<file path="config.mk">
export PLATFORM = sky130hd
export DESIGN_NAME = sample_logger
export DESIGN_NICKNAME = d
export VERILOG_FILES = /design/src/rtl/sample_logger.sv
export SDC_FILE = /design/constraint.sdc
export NUM_CORES = 1
export LEC_CHECK = 0
export ABC_AREA = 1
export CAP_MARGIN = 20
export CORE_MARGIN = 3
export CORE_UTILIZATION = 60
export CTS_CLUSTER_DIAMETER = 150
export DETAILED_ROUTE_END_ITERATION = 7
export GPL_TIMING_DRIVEN = 1
export PLACE_DENSITY = 0.82
export SYNTH_ARGS = -nofsm -noshare
export SYNTH_HDL_FRONTEND = slang
export SYNTH_SLANG_ARGS = --single-unit
</file>
<file path="constraint.sdc">
create_clock -name CLK_50MHz -period 3 [get_ports CLK_50MHz]
set_clock_uncertainty 0.1 [all_clocks]
set_input_delay 0.45 -clock CLK_50MHz [delete_from_list [all_inputs] [get_ports CLK_50MHz]]
set_output_delay 0.45 -clock CLK_50MHz [all_outputs]
set_load 0.05 [all_outputs]
</file>
<file path="src/rtl/sample_logger.sv">
// sample_logger: CS-edge sample capture, power-of-two averaging and FIFO buffering
module sample_logger #(
  parameter int AVG_LOG2 = 2,
  parameter int DEPTH    = 16,
  parameter int ADDR_W   = 4
) (
  input  logic              CLK_50MHz,
  input  logic              RESET,
  input  logic              CS_in,
  input  logic [7:0]        Sample_word,
  input  logic              Enable,
  input  logic              Rd_en,
  input  logic              Overflow_clr,
  output logic [7:0]        Data_out,
  output logic              Data_valid,
  output logic              Empty,
  output logic              Full,
  output logic [ADDR_W:0]   Count,
  output logic              Overflow
);
  localparam int AW = 8 + AVG_LOG2;
  localparam int PW = (AVG_LOG2 > 0) ? AVG_LOG2 : 1;
  localparam logic [ADDR_W:0] FULL_CNT = (ADDR_W+1)'(DEPTH);
  localparam logic [PW-1:0]   LAST_PH  = PW'((1 << AVG_LOG2) - 1);

  logic              cs_s1_q, cs_s2_q, cs_h_q;
  logic [AW-1:0]     acc_q, acc_d, sum;
  logic [PW-1:0]     phase_q, phase_d;
  logic [ADDR_W-1:0] wr_ptr_q, rd_ptr_q;
  logic [ADDR_W:0]   count_q, count_d;
  logic              empty_q, full_q, ovf_q, ovf_d, dv_q;
  logic [7:0]        dout_q, push_val;
  logic [7:0]        mem_q [DEPTH];
  logic              strobe, cap, push, rd_acc, wr_acc;

  // Capture strobe, averaging datapath and FIFO accept/occupancy decisions
  always_comb begin
    strobe   = cs_s2_q & ~cs_h_q;
    cap      = strobe & Enable;
    sum      = acc_q + AW'(Sample_word);
    push_val = sum[AVG_LOG2 +: 8];
    push     = cap & (phase_q == LAST_PH);
    rd_acc   = Rd_en & ~empty_q;
    wr_acc   = push & ((count_q != FULL_CNT) | rd_acc);
    acc_d    = (!Enable || push) ? '0 : cap ? sum : acc_q;
    phase_d  = (!Enable || push) ? '0 : cap ? phase_q + PW'(1) : phase_q;
    count_d  = count_q + (ADDR_W+1)'(wr_acc) - (ADDR_W+1)'(rd_acc);
    ovf_d    = (push & ~wr_acc) | (ovf_q & ~Overflow_clr);
  end

  // State registers; CS flops reset high so release never looks like a rising edge
  always_ff @(posedge CLK_50MHz or negedge RESET) begin
    if (!RESET) begin
      cs_s1_q  <= 1'b1;
      cs_s2_q  <= 1'b1;
      cs_h_q   <= 1'b1;
      acc_q    <= '0;
      phase_q  <= '0;
      wr_ptr_q <= '0;
      rd_ptr_q <= '0;
      count_q  <= '0;
      empty_q  <= 1'b1;
      full_q   <= 1'b0;
      ovf_q    <= 1'b0;
      dv_q     <= 1'b0;
      dout_q   <= '0;
    end else begin
      cs_s1_q  <= CS_in;
      cs_s2_q  <= cs_s1_q;
      cs_h_q   <= cs_s2_q;
      acc_q    <= acc_d;
      phase_q  <= phase_d;
      wr_ptr_q <= wr_acc ? wr_ptr_q + ADDR_W'(1) : wr_ptr_q;
      rd_ptr_q <= rd_acc ? rd_ptr_q + ADDR_W'(1) : rd_ptr_q;
      count_q  <= count_d;
      empty_q  <= (count_d == '0);
      full_q   <= (count_d == FULL_CNT);
      ovf_q    <= ovf_d;
      dv_q     <= rd_acc;
      dout_q   <= rd_acc ? mem_q[rd_ptr_q] : dout_q;
    end
  end

  // FIFO storage; a write into the slot being read returns the old entry
  always_ff @(posedge CLK_50MHz) begin
    if (wr_acc) mem_q[wr_ptr_q] <= push_val;
  end

  assign Data_out   = dout_q;
  assign Data_valid = dv_q;
  assign Empty      = empty_q;
  assign Full       = full_q;
  assign Count      = count_q;
  assign Overflow   = ovf_q;
endmodule

</file>
==> flow_metrics.tcl, run 1 <==
set metrics [dict create \
    status "completed" \
    row_count 39 \
    die_y_um 117 \
    antenna_found_initial 0 \
    final_nets 775 \
    rr_startpoint "Count[2]$_DFF_PN0_" \
    clockBufferDepth 2 \
    slew_violations 0 \
    postRouteAntennaNets 0 \
    synth_top_flop_cell "edfxtp_1" \
    grt-ovfl-total 0 \
    max_cap_viol_count 0 \
    maxSlewHeadroom 0.376 \
    port_buffers 30 \
    cp.arrival_ns 2.88 \
    final_hold_viol_count 0 \
    drtPass1Iterations 5 \
    synth.most_common_cell "nand2_1" \
    fmax_mhz 380 \
    wire_per_inst_um 17.7 \
    insertion_delay_ns 0.43 \
    synth_edf_count 128 \
    yosysWarnings 0 \
    core_area_um2 11800 \
    n_fill_cell 748 \
    cts-root-buf "clkbuf_16" \
    p_leak_uw 0.00359 \
    first_global_vias 5132 \
    min_path_type "in -> async" \
    pre_cts_slack_ns 0.0820 \
    grt_max_degree 67 \
    h-tree-depth 4 \
    drtIter0Drc 725 \
    cts_tree "done" \
    min_period_ns 2.63 \
    synth_top_area_cell "edfxtp_1" \
    startpoint_type "register" \
    yosysTopAreaCellShare 0.518 \
    seq_area_frac_synth 0.653 \
    clk_pin_slew_ns 0.06 \
    die_x_um 117 \
    syn_nets 728 \
    grt_first_pass_wirelength_um 26400 \
    grt_util_all_layers 0.258 \
    fin_ws_ns 0.371 \
    vias_per_cell 5.64 \
    syn_inst 693 \
    required_ns 3.25 \
    worstMarginPinSlew_ns 0.937 \
    synth_cell_types 30 \
    synthTopCellsByCount "248 x nand2_1, 128 x edfxtp_1, 112 x nand3_1, 36 x dfrtp_1, 31 x inv_1" \
    p_per_area_nw_per_um2 918 \
    vias 5172 \
    syn2layout_area_growth_pct 14.7 \
    avgSynthCellArea_um2 10.7 \
    endpoint_kind "register" \
    drcViolationCount 0 \
    vdd_drop_max_uv 421 \
    synth.area.top_cells "edfxtp_1 52%, nand2_1 13%, dfrtp_1 12%" \
    globalplace.congestion 0.893 \
    post_cts_resized 0 \
    startpoint "Count[2]$_DFF_PN0_" \
    ctsHoldBuffers 0 \
    worstSetupPathType "reg -> reg" \
    cts_setup_buffers 0 \
    dieArea_um2 13700 \
    clock_sinks 168 \
    drive_gt1_frac 0.0943 \
    initial_core_util 0.631 \
    finalCritPeriodShare 0.876 \
    cts_buffers 17 \
    tns_ns 0 \
    num_antenna_cells 0 \
    ys_seq_elements 168 \
    hpwl_um 10100 \
    critical_path_peak_fanout 8 \
    setup_viol 0 \
    io_pins 31 \
    synthArstFlopShare 0.238 \
    syn_area_um2 7420 \
    wirelength_um 16300 \
    rsz0062_at_grt "false" \
]
-- sequential cells by signal (all words and copies together) (netlist names), 2 cells and up --
register and count:
mem_q 128, acc_q 10, Data_out 8, Count 5, rd_ptr_q 4, wr_ptr_q 4, phase_q 2
-- report_power, final --
group,total (uW),internal [uW],switching [uW]
Clock,2130,1290,839
Combinational,2810,849,1960
Sequential,2870,2750,126
-- cell type report --
class	count	area (um^2)	share of cell area
inverter	40	150	0.0176
multi-input combinational	457	2210	0.260
clock inverter	5	27.5	0.00323
clock buffer	27	567	0.0666
tap	164	205	0.0241
sequential	168	4850	0.570
timing repair buffer	56	503	0.0591
-- worst max-delay path, stage by stage, from the launching register on --
cell and delay, ns:
dfrtp_1 0.40, inv_1 0.12, ha_1 0.16, nand4_1 0.15, nand2_1 0.17, inv_2 0.10, nand2_1 0.07, nand2_1 0.05
ha_1 0.21, fa_1 0.41, xor2_1 0.20, nor3_1 0.24, nand2_1 0.10, nor2_1 0.10
-- metrics by stage --
step                 util  std cells  instance area, um^2  power [uW]  hold slack, ns
detailed placement  0.674        885                 7920        5680           0.251
global route        0.724        917                 8520        8240           0.126
global placement    0.674        885                 7920        5570           0.246
floorplan               -        693                 7420        4980          0.0544
finish              0.724        917                 8520        7820          0.0689
CTS                 0.724        917                 8520        7820           0.109
-- layer usage --
layer | vias to the layer above | part of all wire | track usage
met3 | 35 | 0.086 | 0.0473
li1 | 2426 | - | -
met4 | 0 | 0.025 | 0.112
met2 | 251 | 0.49 | 0.419
met5 | - | 0 | 0
met1 | 2460 | 0.40 | 0.342
-- cells by family (layout without fill, tap and decap cells) --
| family | after synthesis | after routing | share of synthesized area |
|---|---|---|---|
| flip-flops | 168 | 168 | 0.653 |
| buffers and inverters | 68 | 128 | 0.0487 |
| adder cells (fa/ha/maj) | 21 | 21 | 0.0374 |
| AND/OR/NAND/NOR | 403 | 403 | 0.229 |
| AO/OA/AOI/OAI | 20 | 20 | 0.0163 |
| XOR/XNOR | 13 | 13 | 0.0153 |
-- worst paths after layout --
check,end,slack (ns),depth (start not counted)
max in group asynchronous,rd_ptr_q[0]$_DFFE_PN0P_,2.09,1
max reg2reg,Empty$_DFF_PN1_,0.37,13
max,Empty$_DFF_PN1_,0.37,13
min in group CLK_50MHz,cs_s2_q$_DFF_PN1_,0.26,0
min reg2reg,cs_s2_q$_DFF_PN1_,0.26,0
min,Data_out[0]$_DFFE_PN0P_,0.07,1
-- cells in the final DEF (no fill, tap or decap), types with 2 or more instances in the layout --
master	n
nand2_1	248
o21ai_1	6
clkinv_2	3
inv_1	31
fa_1	2
a21oi_1	5
ha_1	19
and2_1	5
nor2_2	2
nor3_1	3
nand3_1	112
clkbuf_1	3
xnor2_1	4
clkdlybuf4s50_1	29
a22o_1	3
nor2_1	24
xor2_1	9
dfstp_2	4
inv_2	9
edfxtp_1	128
o22ai_1	2
nand4_1	5
buf_4	25
nand3b_1	2
clkbuf_16	20
dfrtp_1	35
clkbuf_8	4
Power figures use the tool's default switching activity.
==> inputs of run 2 (changes only) <==
--- a/config.mk
+++ b/config.mk
@@ -7,12 +7,14 @@
 export LEC_CHECK = 0
 export ABC_AREA = 1
 export CAP_MARGIN = 20
+export CELL_PAD_IN_SITES_DETAIL_PLACEMENT = 1
+export CELL_PAD_IN_SITES_GLOBAL_PLACEMENT = 2
 export CORE_MARGIN = 3
-export CORE_UTILIZATION = 60
+export CORE_UTILIZATION = 40
 export CTS_CLUSTER_DIAMETER = 150
 export DETAILED_ROUTE_END_ITERATION = 7
 export GPL_TIMING_DRIVEN = 1
-export PLACE_DENSITY = 0.82
+export PLACE_DENSITY = 0.81
 export SYNTH_ARGS = -nofsm -noshare
 export SYNTH_HDL_FRONTEND = slang
 export SYNTH_SLANG_ARGS = --single-unit
==> flow_metrics.tcl, run 2 (synthesized netlist as in run 1, its figures left out) <==
set metrics [dict create \
    status "completed" \
    antenna_found_initial 0 \
    post_cts_resized 0 \
    clockBufferDepth 2 \
    drtIter0Drc 317 \
    globalplace.congestion 0.843 \
    core_area_um2 18100 \
    hpwl_um 11800 \
    maxSlewHeadroom 0.525 \
    drive_gt1_frac 0.102 \
    postRouteAntennaNets 0 \
    cts-root-buf "clkbuf_16" \
    mostFrequentLayoutCells "248 x nand2_1, 128 x edfxtp_1, 112 x nand3_1, 35 x dfrtp_1, 31 x inv_1" \
    grt_max_degree 67 \
    min_path_cells 0 \
    place_area_um2 8010 \
    fmax_mhz 381 \
    setup_viol 0 \
    fin_ws_ns 0.375 \
    insertion_delay_ns 0.42 \
    clk_pin_slew_ns 0.06 \
    drcViolationCount 0 \
    required_ns 3.26 \
    critical_path_peak_fanout 8 \
    p_int_uw 4790 \
    slowest_stage "fa_1" \
    initial_core_util 0.410 \
    vias_per_cell 5.09 \
    die_x_um 142 \
    cts_buffers 17 \
    grt_util_all_layers 0.190 \
    power.switching_uw 3040 \
    vias 5018 \
    comb_power_share 0.362 \
    netSwitchingFraction 0.388 \
    num_antenna_cells 0 \
    endpoint_kind "register" \
    cp.arrival_ns 2.89 \
    row_count 49 \
    clock_sinks 168 \
    cp_cell_sequence "inv_1, ha_1, nand4_1, nand2_1, inv_2, nand2_1, nand2_1, ha_1, fa_1, xor2_1, nor3_1, and3_1" \
    rsz0062_at_grt "false" \
    p_leak_uw 0.00359 \
    final_hold_viol_count 0 \
    vdd_drop_max_uv 720 \
    max_cap_viol_count 0 \
    p_per_area_nw_per_um2 911 \
    wirelength_um 18000 \
    slew_violations 0 \
    layout_commonest_cell "nand2_1" \
    worstSetupPathType "reg -> reg" \
    min_period_ns 2.62 \
    r2r_cells 12 \
    die_y_um 142 \
    finalInstanceArea_um2 8600 \
    wire_per_inst_um 18.3 \
    dieArea_um2 20200 \
    min_path_type "reg -> reg" \
    final_nets 778 \
    p_total_uw 7830 \
    finalCritPeriodShare 0.875 \
    pwr-share-clk 0.272 \
    tns_ns 0 \
    startpoint_type "register" \
    h-tree-depth 4 \
    pwr-share-seq 0.365 \
    port_buffers 30 \
    top_register "mem_q" \
    grt_first_pass_wirelength_um 29100 \
    largest_register_ffs 128 \
    grt-ovfl-total 0 \
    syn2layout_area_growth_pct 15.8 \
    cpPeakStageDelay_ns 0.42 \
    worstMarginPinSlew_ns 0.713 \
    io_pins 31 \
    drtPass1Iterations 5 \
    cpMostUsedCell "nand2_1" \
    cts_tree "done" \
    first_global_vias 5368 \
    final_util 0.475 \
    pre_cts_slack_ns 0.0343 \
]
run 2: cell types whose count changed in the layout (fill, tap and decap cells not counted), sizes merged:
cell | before | now
clkinvlp | 0 | 2
inv | 40 | 46
clkinv | 5 | 3
clkbuf | 27 | 21
buf | 27 | 29
dlygate4sd3 | 0 | 1
run 2: stage by stage:
stage                     hold WS [ns]  std cells
after floorplan                 0.0544        693
after detailed placement         0.252        952
after CTS                        0.264        985
after global placement           0.250        952
after global routing             0.269        985
final                            0.260        985
run 2: layout make-up:
cell class / count / area, um^2
multi-input combinational: 457 / 2210
clock inverter: 11 / 78.8
tap: 229 / 287
clock buffer: 21 / 503
inverter: 40 / 150
fill: 1955 / 9490
sequential: 168 / 4850
timing repair buffer: 59 / 515
run 2: layer usage:
layer | up-vias | wire length (um) | track usage | part of all wire
met1 | 2493 | 8050 | 0.243 | 0.45
li1 | 2434 | - | - | -
met3 | 17 | 521 | 0.0306 | 0.029
met2 | 74 | 9170 | 0.330 | 0.51
met4 | 0 | 276 | 0.0641 | 0.015
met5 | - | 0 | 0 | 0
run 2: final timing paths:
| check | start | to | slack, ns |
|---|---|---|---|
| max reg2reg | Count[2]$_DFF_PN0_ | Full$_DFF_PN0_ | 0.38 |
| max in group asynchronous | RESET | cs_h_q$_DFF_PN1_ | 1.58 |
| max | Count[2]$_DFF_PN0_ | Full$_DFF_PN0_ | 0.38 |
| min | cs_s1_q$_DFF_PN1_ | cs_s2_q$_DFF_PN1_ | 0.26 |
| min reg2reg | cs_s1_q$_DFF_PN1_ | cs_s2_q$_DFF_PN1_ | 0.26 |
| min in group asynchronous | RESET | Data_out[5]$_DFFE_PN0P_ | 0.49 |
run 2: what timing repair did:
item                                    in CTS  in global routing
buffers inserted                             0                  0
endpoints found under the setup margin       0                  0
hold buffers                                 1                  0
hold endpoints to repair                    24                  0
run 2: power by group through the flow:
stage | logic (uW) | clock network (uW) | registers [uW]
floorplan | 1750 | 0 | 3230
global placement | 2800 | 0 | 2900
detailed placement | 2870 | 0 | 2910
CTS | 2890 | 2170 | 2860
global route | 3190 | 2270 | 2880
finish | 2840 | 2130 | 2860
run 2: critical path, delay by kind of cell, from the launching register on:
kind | cells | cell delay (ns)
buffers and inverters | 2 | 0.20
XOR/XNOR | 1 | 0.20
AND/OR/NAND/NOR | 6 | 0.90
adder cells (fa/ha/maj) | 3 | 0.78
flip-flops | 1 | 0.40
==> inputs of run 3 (changes only) <==
--- a/config.mk
+++ b/config.mk
@@ -10,11 +10,11 @@
 export CELL_PAD_IN_SITES_DETAIL_PLACEMENT = 1
 export CELL_PAD_IN_SITES_GLOBAL_PLACEMENT = 2
 export CORE_MARGIN = 3
-export CORE_UTILIZATION = 40
+export CORE_UTILIZATION = 44
 export CTS_CLUSTER_DIAMETER = 150
 export DETAILED_ROUTE_END_ITERATION = 7
 export GPL_TIMING_DRIVEN = 1
-export PLACE_DENSITY = 0.81
+export PLACE_DENSITY = 0.88
 export SYNTH_ARGS = -nofsm -noshare
 export SYNTH_HDL_FRONTEND = slang
 export SYNTH_SLANG_ARGS = --single-unit
==> constraint.sdc (replaced) <==
create_clock -name CLK_50MHz -period 3.32 [get_ports CLK_50MHz]
set_clock_uncertainty 0.1 [all_clocks]
set_input_delay 0.498 -clock CLK_50MHz [delete_from_list [all_inputs] [get_ports CLK_50MHz]]
set_output_delay 0.498 -clock CLK_50MHz [all_outputs]
set_load 0.05 [all_outputs]
==> flow_metrics.tcl, run 3 (synthesized netlist as in run 1, its figures left out) <==
set metrics [dict create \
    drtPass1Iterations 4 \
    multi_input_area_um2 2210 \
    final_util 0.533 \
    antenna_found_initial 0 \
    grt-ovfl-total 0 \
    h-tree-depth 4 \
    first_global_vias 5521 \
    cts_setup_buffers 0 \
    die_y_um 136 \
    critical_path_peak_fanout 11 \
    clockBufferDepth 2 \
    status "completed" \
    crit_buf_inv 3 \
    seq_area_um2 4850 \
    cts_buffers 17 \
    core_area_um2 16200 \
    min_period_ns 2.60 \
    vdd_drop_max_uv 616 \
    p_per_area_nw_per_um2 844 \
    num_antenna_cells 0 \
    wirelength_um 18700 \
    die_x_um 136 \
    mostFrequentLayoutCells "248 x nand2_1, 128 x edfxtp_1, 112 x nand3_1, 35 x dfrtp_1, 31 x inv_1" \
    setup_viol 0 \
    cpPeakStageDelay_ns 0.53 \
    clock_sinks 168 \
    initial_core_util 0.459 \
    ctsHoldBuffers 0 \
    slew_violations 0 \
    comb_power_share 0.356 \
    max_cap_viol_count 0 \
    finalCritPeriodShare 0.782 \
    final_nets 775 \
    pwr-share-seq 0.356 \
    netSwitchingFraction 0.372 \
    min_path_type "in -> async" \
    fmax_mhz 385 \
    p_leak_uw 0.00359 \
    vias_per_cell 5.29 \
    endpoint_kind "register" \
    vias 5125 \
    cpMostUsedCell "nand2_1" \
    drive_gt1_frac 0.0943 \
    rsz0062_at_grt "false" \
    row_count 46 \
    crit_family "simple AND/OR/NAND/NOR gates" \
    cp.arrival_ns 2.86 \
    slowest_stage "dfstp_2" \
    pwr-share-clk 0.288 \
    required_ns 3.59 \
    n_fill_cell 1723 \
    power.switching_uw 2700 \
    tns_ns 0 \
    cts_tree "done" \
    globalplace.congestion 0.821 \
    p_int_uw 4570 \
    drcViolationCount 0 \
    hpwl_um 11900 \
    startpoint_type "register" \
    largest_register_ffs 128 \
    final_hold_viol_count 0 \
    dieArea_um2 18500 \
    syn2layout_area_growth_pct 16.0 \
    clk_pin_slew_ns 0.06 \
    postRouteAntennaNets 0 \
    grt_max_degree 67 \
    io_pins 31 \
    top_register "mem_q" \
    layout_commonest_cell "nand2_1" \
    worstSetupPathType "reg -> reg" \
    drtIter0Drc 311 \
    maxSlewHeadroom 0.322 \
    port_buffers 30 \
    cts-root-buf "clkbuf_16" \
    cp_cell_sequence "inv_1, nand2_1, buf_4, inv_1, nand2_1, nand2_1, ha_1, fa_1, xor2_1, nor3_1, and3_1" \
    worstMarginPinSlew_ns 1.02 \
    wire_per_inst_um 19.3 \
    grt_first_pass_wirelength_um 29600 \
    insertion_delay_ns 0.43 \
    post_cts_resized 0 \
    grt_util_all_layers 0.216 \
]
==> run 3: path summary, 6_finish.rpt <==
path	end	cells past startpoint	from	slack, ns
worst max register to register	Full$_DFF_PN0_	11	Empty$_DFF_PN1_	0.72
max in group asynchronous	rd_ptr_q[0]$_DFFE_PN0P_	1	RESET	2.29
worst min-delay path	Data_out[7]$_DFFE_PN0P_	1	RESET	0.14
worst max-delay path	Full$_DFF_PN0_	11	Empty$_DFF_PN1_	0.72
worst min register to register	cs_s2_q$_DFF_PN1_	0	cs_s1_q$_DFF_PN1_	0.26
min in group CLK_50MHz	cs_s2_q$_DFF_PN1_	0	cs_s1_q$_DFF_PN1_	0.26
==> run 3: layout make-up <==
cell class                      count  area share
Clock buffer                       24      0.0559
Multi-Input combinational cell    457       0.257
Sequential cell                   168       0.563
Tap cell                          216      0.0314
Inverter                           40      0.0174
Timing Repair Buffer               56      0.0584
Clock inverter                      8      0.0169
==> run 3: worst reg2reg max path: stages (launching register included) <==
cell     delay, ns
dfstp_2       0.53
inv_1         0.03
nand2_1       0.09
buf_4         0.22
inv_1         0.09
nand2_1       0.14
nand2_1       0.08
ha_1          0.21
fa_1          0.43
xor2_1        0.20
nor3_1        0.22
and3_1        0.20
==> run 3: through the flow <==
step           instances  instance area, um^2  hold WS, ns  total power [uW]  setup WS, ns
3_3_place_gp         937                 7990        0.249              5130         0.437
2_1_floorplan        693                 7420        0.102              4500         0.777
3_5_place_dp         937                 7990        0.247              5230         0.272
5_1_grt              969                 8610        0.198              7710         0.474
4_1_cts              969                 8610        0.168              7330         0.713
6_report             969                 8610        0.143              7270         0.724
==> run 3: metal layers <==
metal  GRT usage  wire [um]  up-vias
li1            -          -     2430
met1       0.275       8070     2566
met2       0.372       9550      107
met3      0.0485        796       22
met4      0.0655        258        0
met5           0          0        -
==> run 3: power by group through the flow <==
stage / combinational (uW) / sequential, uW / clock (uW)
6_report: 2590 / 2590 / 2090
5_1_grt: 2880 / 2610 / 2220
4_1_cts: 2620 / 2590 / 2130
3_5_place_dp: 2600 / 2630 / 0
3_3_place_gp: 2510 / 2620 / 0
2_1_floorplan: 1580 / 2920 / 0
